### config.mk
export PLATFORM = sky130hd
export DESIGN_NAME = ifs_deser_bank
export DESIGN_NICKNAME = d
export VERILOG_FILES = /design/src/rtl/ifs_deser_bank_pkg.sv /design/src/rtl/ifs_deser_bank_capture.sv /design/src/rtl/ifs_deser_bank.sv
export SDC_FILE = /design/constraint.sdc
export NUM_CORES = 1
export LEC_CHECK = 0
export ABC_AREA = 1
export CAP_MARGIN = 30
export CORE_UTILIZATION = 45
export CTS_BUF_LIST = sky130_fd_sc_hd__clkbuf_8
export CTS_CLUSTER_DIAMETER = 200
export CTS_CLUSTER_SIZE = 40
export DETAILED_ROUTE_END_ITERATION = 10
export PLACE_DENSITY = 0.72
export SLEW_MARGIN = 20
export SYNTH_ARGS = -nofsm -noshare
export SYNTH_HDL_FRONTEND = slang
export SYNTH_SLANG_ARGS = --single-unit
### constraint.sdc
create_clock -name SCLK -period 2.09 [get_ports SCLK]
set_clock_uncertainty 0.1 [all_clocks]
set_input_delay 0.5225 -clock SCLK [delete_from_list [all_inputs] [get_ports SCLK]]
set_output_delay 0.5225 -clock SCLK [all_outputs]
set_load 0.005 [all_outputs]
### src/rtl/ifs_deser_bank_pkg.sv
`default_nettype none
// +--------------------------------------------------------------------+
// | ifs_pkg : shared types and sizing helpers for ifs_deser_bank       |
// | Revision: 1.0                                                      |
// +--------------------------------------------------------------------+
package ifs_pkg;

   typedef enum logic [0:0] {
      FILL = 1'b0,
      RUN  = 1'b1
   } ifs_state_t;

   localparam int MAX_RATIO  = 8;
   localparam int MAX_STAGES = 4;

   // Width of a counter holding 0..n-1, never narrower than one bit.
   function automatic int cnt_width(input int n);
      return (n <= 1) ? 1 : $clog2(n);
   endfunction

endpackage
`default_nettype wire

### src/rtl/ifs_deser_bank_capture.sv
`default_nettype none
// +--------------------------------------------------------------------+
// | ifs_capture_stage : clock-enabled pad capture chain with init value|
// | Revision: 1.0                                                      |
// +--------------------------------------------------------------------+
module ifs_capture_stage #(
   parameter int               WIDTH    = 8,
   parameter int               STAGES   = 1,
   parameter logic [WIDTH-1:0] INIT_VAL = {WIDTH{1'b0}}
) (
   input  logic             clk,
   input  logic             rst_n,
   input  logic             ce,
   input  logic             sclr,
   input  logic [WIDTH-1:0] d,
   output logic [WIDTH-1:0] q
);

   logic [WIDTH-1:0] r_stage [STAGES];

   always_ff @(posedge clk or negedge rst_n) begin
      if (!rst_n) begin
         for (int i = 0; i < STAGES; i++) r_stage[i] <= INIT_VAL;
      end else if (sclr) begin
         for (int i = 0; i < STAGES; i++) r_stage[i] <= INIT_VAL;
      end else if (ce) begin
         r_stage[0] <= d;
         for (int i = 1; i < STAGES; i++) r_stage[i] <= r_stage[i-1];
      end
   end

   assign q = r_stage[STAGES-1];

endmodule
`default_nettype wire

### src/rtl/ifs_deser_bank.sv
`default_nettype none
// +--------------------------------------------------------------------+
// | ifs_deser_bank : WIDTH-lane capture + 1:RATIO deserialiser w/ SLIP |
// | Optional QPAR word parity when IFS_DESER_PARITY_EN is defined.     |
// | Revision: 1.0                                                      |
// +--------------------------------------------------------------------+
module ifs_deser_bank
   import ifs_pkg::*;
#(
   parameter int               WIDTH    = 8,
   parameter int               RATIO    = 4,
   parameter int               STAGES   = 1,
   parameter logic [WIDTH-1:0] INIT_VAL = {WIDTH{1'b0}}
) (
   input  logic                   SCLK,
   input  logic                   RSTN,
   input  logic [WIDTH-1:0]       D,
   input  logic                   CE,
   input  logic                   SCLR,
   input  logic                   SLIP,
   output logic [WIDTH*RATIO-1:0] Q,
   output logic                   QVALID
`ifdef IFS_DESER_PARITY_EN
   ,
   output logic                   QPAR
`endif
);

   localparam int CW = cnt_width(MAX_RATIO);
   localparam int FW = cnt_width(MAX_STAGES);
   localparam logic [CW-1:0] C_CNT_LAST  = CW'(RATIO - 1);
   localparam logic [FW-1:0] C_FILL_LAST = FW'(STAGES - 1);

   logic [WIDTH-1:0]       w_last;
   logic [WIDTH*RATIO-1:0] w_word;
   logic [WIDTH*RATIO-1:0] r_asm;
   logic [CW-1:0]          r_cnt;
   logic [FW-1:0]          r_fill;
   ifs_state_t             r_state;

   ifs_capture_stage #(
      .WIDTH    (WIDTH),
      .STAGES   (STAGES),
      .INIT_VAL (INIT_VAL)
   ) u_cap (
      .clk   (SCLK),
      .rst_n (RSTN),
      .ce    (CE),
      .sclr  (SCLR),
      .d     (D),
      .q     (w_last)
   );

   // The word being built with the current last-stage sample dropped into slot cnt.
   always_comb begin
      w_word = r_asm;
      w_word[r_cnt*WIDTH +: WIDTH] = w_last;
   end

   always_ff @(posedge SCLK or negedge RSTN) begin
      if (!RSTN) begin
         r_state <= FILL;
         r_fill  <= '0;
         r_cnt   <= '0;
         r_asm   <= '0;
         Q       <= '0;
         QVALID  <= 1'b0;
`ifdef IFS_DESER_PARITY_EN
         QPAR    <= 1'b0;
`endif
      end else if (SCLR) begin
         r_state <= FILL;
         r_fill  <= '0;
         r_cnt   <= '0;
         r_asm   <= '0;
         Q       <= '0;
         QVALID  <= 1'b0;
`ifdef IFS_DESER_PARITY_EN
         QPAR    <= 1'b0;
`endif
      end else begin
         QVALID <= 1'b0;
         if (CE) begin
            case (r_state)
               FILL: begin
                  // Stay here until the chain holds only real samples.
                  if (r_fill == C_FILL_LAST) r_state <= RUN;
                  else                       r_fill  <= r_fill + 1'b1;
               end
               RUN: begin
                  if (!SLIP) begin
                     r_asm <= w_word;
                     if (r_cnt == C_CNT_LAST) begin
                        r_cnt  <= '0;
                        Q      <= w_word;
                        QVALID <= 1'b1;
`ifdef IFS_DESER_PARITY_EN
                        QPAR   <= ^w_word;
`endif
                     end else begin
                        r_cnt <= r_cnt + 1'b1;
                     end
                  end
               end
               default: r_state <= FILL;
            endcase
         end
      end
   end

endmodule
`default_nettype wire

==> flow_summary.toml <==
[outcome]
status = "completed"

[timing]
tightest_slew_ns = 0.586
fin_ws_ns = 0.0619
layout_min_cycle_time_ns = 2.03
hold_violations = 0
slew_violations = 0
rsz0062_at_grt = "yes"
fmax_mhz = 493
finalSetupViolations = 0
timing.slew.headroom = 0.609
period_share = 0.970
finalSetupTns_ns = 0

[setup_path]
cp_max_fo = 8
worstSetupPathType = "flop to flop"
r2r-end = "r_asm[15]"
r2r_slack_ns = 0.06
crit_chain = "inv_1, ha_1, ha_1, nand2_1, clkinvlp_4, nand2_4, o22ai_1, nand2_1, o21ai_0"
slowest_delay_ns = 0.37
cp.required_ns = 2.22
cp_slowest_cell = "dfrtp_1"
worst-endpoint-arrival_ns = 2.16
path_delay_family = "adder cells"
start_kind = "flop"
cp-end-kind = "flop"
reg2reg_from = "r_cnt[1]"
r2r_cells = 9
worst-path-buf-inv = 2

[cts]
cts-buffers-inserted = 9
clk_latency_ns = 0.35
clockBufferDepth = 2
clk_pin_slew_ns = 0.08
cts_tree = "built"
htreeDepth = 3
cts_sinks = 79
root_buffer = "clkbuf_8"
hold_buffers = 0

[flow_run]
max_cap_viol_count = 0

[die]
rows = 32
die_height_um = 92.5
initial_core_util = 0.472
die-area_um2 = 8550
dieWidth_um = 92.5
ios = 46
coreArea_um2 = 7810

[final_layout]
fin_nets = 519
multi_input_area_um2 = 1430
area_delta_synth_final_pct = 21.8
seq_area_um2 = 1980
post-route-util = 0.575
layout-drive-gt1-share = 0.0992
fillers = 740
diodes = 0

[logic_synthesis]
yosys_register_bits = 79
avgSynthCellArea_um2 = 8.19
ys_seq_area_frac = 0.537
synth_cell_type_count = 21
yosys_warnings = 0
syn_area_um2 = 3680
syn_nets = 469
netlist_instances = 450

[routing]
routed_wirelength_mm = 8.41
postRouteAntennaNets = 0
drt_iter0_drc = 246
first_pass_iters = 4
drcViolationCount = 0
num_vias = 3207
wl_per_cell_um = 13.9
routed_via_density = 5.29

[global_routing]
antenna_found_initial = 0
grtUsageTotal = 0.219
grt_pass1_vias = 3125
grt_pass1_wl_mm = 14.6
grt-ovfl-total = 0
grt_max_degree = 80

[power]
ir_drop_uv = 443
power.density_nw_per_um2 = 686
leakage_nw = 2.22

[place]
routabilityCongestion = 0.831
hpwl_mm = 5.61
pre_cts_ws_ns = 0.0213
io_buffer_count = 45

[min_path]
hp-class = "primary input to async pin"
## per-stage QoR
step,cell area [um2],std cells,hold slack (ns),total power [mW]
final,4490,606,0.0691,3.08
after global placement,4290,590,0.362,2.11
after global routing,4490,606,0.0926,3.24
after detailed placement,4290,590,0.366,2.12
after CTS,4460,605,0.0942,3.10
after floorplan,3690,450,0.127,1.92
## cells in the final DEF, fill, tap and decap left out, types with 2 or more instances in the layout
master	count
buf_4	13
clkbuf_8	10
o21ai_0	34
buf_12	3
inv_1	42
clkdlybuf4s50_1	44
o22ai_2	3
dfrtp_1	79
nor2_1	5
inv_2	6
nand4_1	16
clkinvlp_4	2
ha_1	6
nand2_1	157
nand3_1	56
o21ai_1	2
nand2_2	4
o22ai_1	11
clkinv_2	3
## worst register-to-register path: stages, from the launching register on
cell and delay (ns):
dfrtp_1 0.37, inv_1 0.09, ha_1 0.19, ha_1 0.33, nand2_1 0.19, clkinvlp_4 0.21, nand2_4 0.17, o22ai_1 0.10
nand2_1 0.06, o21ai_0 0.08
## flip-flops by register name (all words and copies together) (netlist names)
register / flops
r_asm: 32
r_state: 1
u_cap.q: 8
r_cnt: 3
r_fill: 2
Q: 32
QVALID: 1
## where the power goes
| part | switching [mW] | internal [mW] | leakage (nW) |
|---|---|---|---|
| combinational | 0.286 | 0.173 | 1.04 |
| sequential | 0.0396 | 1.59 | 1.09 |
| clock | 0.540 | 0.446 | 0.0891 |
| total | 0.866 | 2.21 | 2.22 |
## synth_stat cells
cell type / count / share of area
buf_2: 9 / 0.012
buf_4: 5 / 0.010
buf_6: 1 / 0.0031
clkbuf_1: 7 / 0.0071
clkinv_1: 1 / 0.0010
dfrtp_1: 79 / 0.54
ha_1: 6 / 0.020
inv_1: 42 / 0.043
inv_2: 6 / 0.0061
nand2_1: 158 / 0.16
nand2_2: 4 / 0.0068
nand3_1: 56 / 0.076
nand3_2: 1 / 0.0027
nand4_1: 16 / 0.027
nor2_1: 5 / 0.0051
nor2_2: 1 / 0.0017
nor3_1: 1 / 0.0014
o21ai_0: 36 / 0.049
o21ai_4: 1 / 0.0044
o22ai_1: 14 / 0.024
or2_2: 1 / 0.0017
## per-layer routing
layer  vias up  track usage  part of all wire
li1       1559            -                 -
met1      1545        0.275              0.45
met2        90        0.361              0.48
met3        13       0.0583             0.052
met4         0       0.0807             0.016
met5         -            0                 0
## final cells by class
class	instances	share of cell area
repair buffers	60	0.133
multi-input cells	300	0.319
clock buffers	10	0.0307
well taps	102	0.0284
flip-flops and latches	79	0.440
repair inverters	1	0.00111
inverters	49	0.0418
clock inverters	5	0.00585
## cell families (layout without fill, tap and decap cells)
kind of cell             Yosys count  in the layout  synth area share
AO/OA/AOI/OAI                     51             51            0.0771
adder cells (fa/ha/maj)            6              6            0.0204
flip-flops                        79             79             0.537
AND/OR/NAND/NOR                  243            243             0.284
buffers and inverters             71            125            0.0825
## timing repair
item | in CTS | in global routing
endpoints found under the hold margin | 0 | 0
setup endpoints to repair | 0 | 31
resized for setup | 0 | 7
buffers inserted | 0 | 0
## worst max-delay path by stage
stage	start	to	slack [ns]	cells past startpoint
global placement	r_cnt[1]	Q[12]	0.07	9
global route	r_cnt[1]	r_asm[15]	-0.09	9
floorplan	r_cnt[0]	r_asm[3]	0.005	12
CTS	r_cnt[1]	r_asm[12]	0.04	9
finish	r_cnt[1]	r_asm[15]	0.06	9
detailed placement	SCLR	Q[8]	0.02	6
Power figures use the tool's default switching activity.
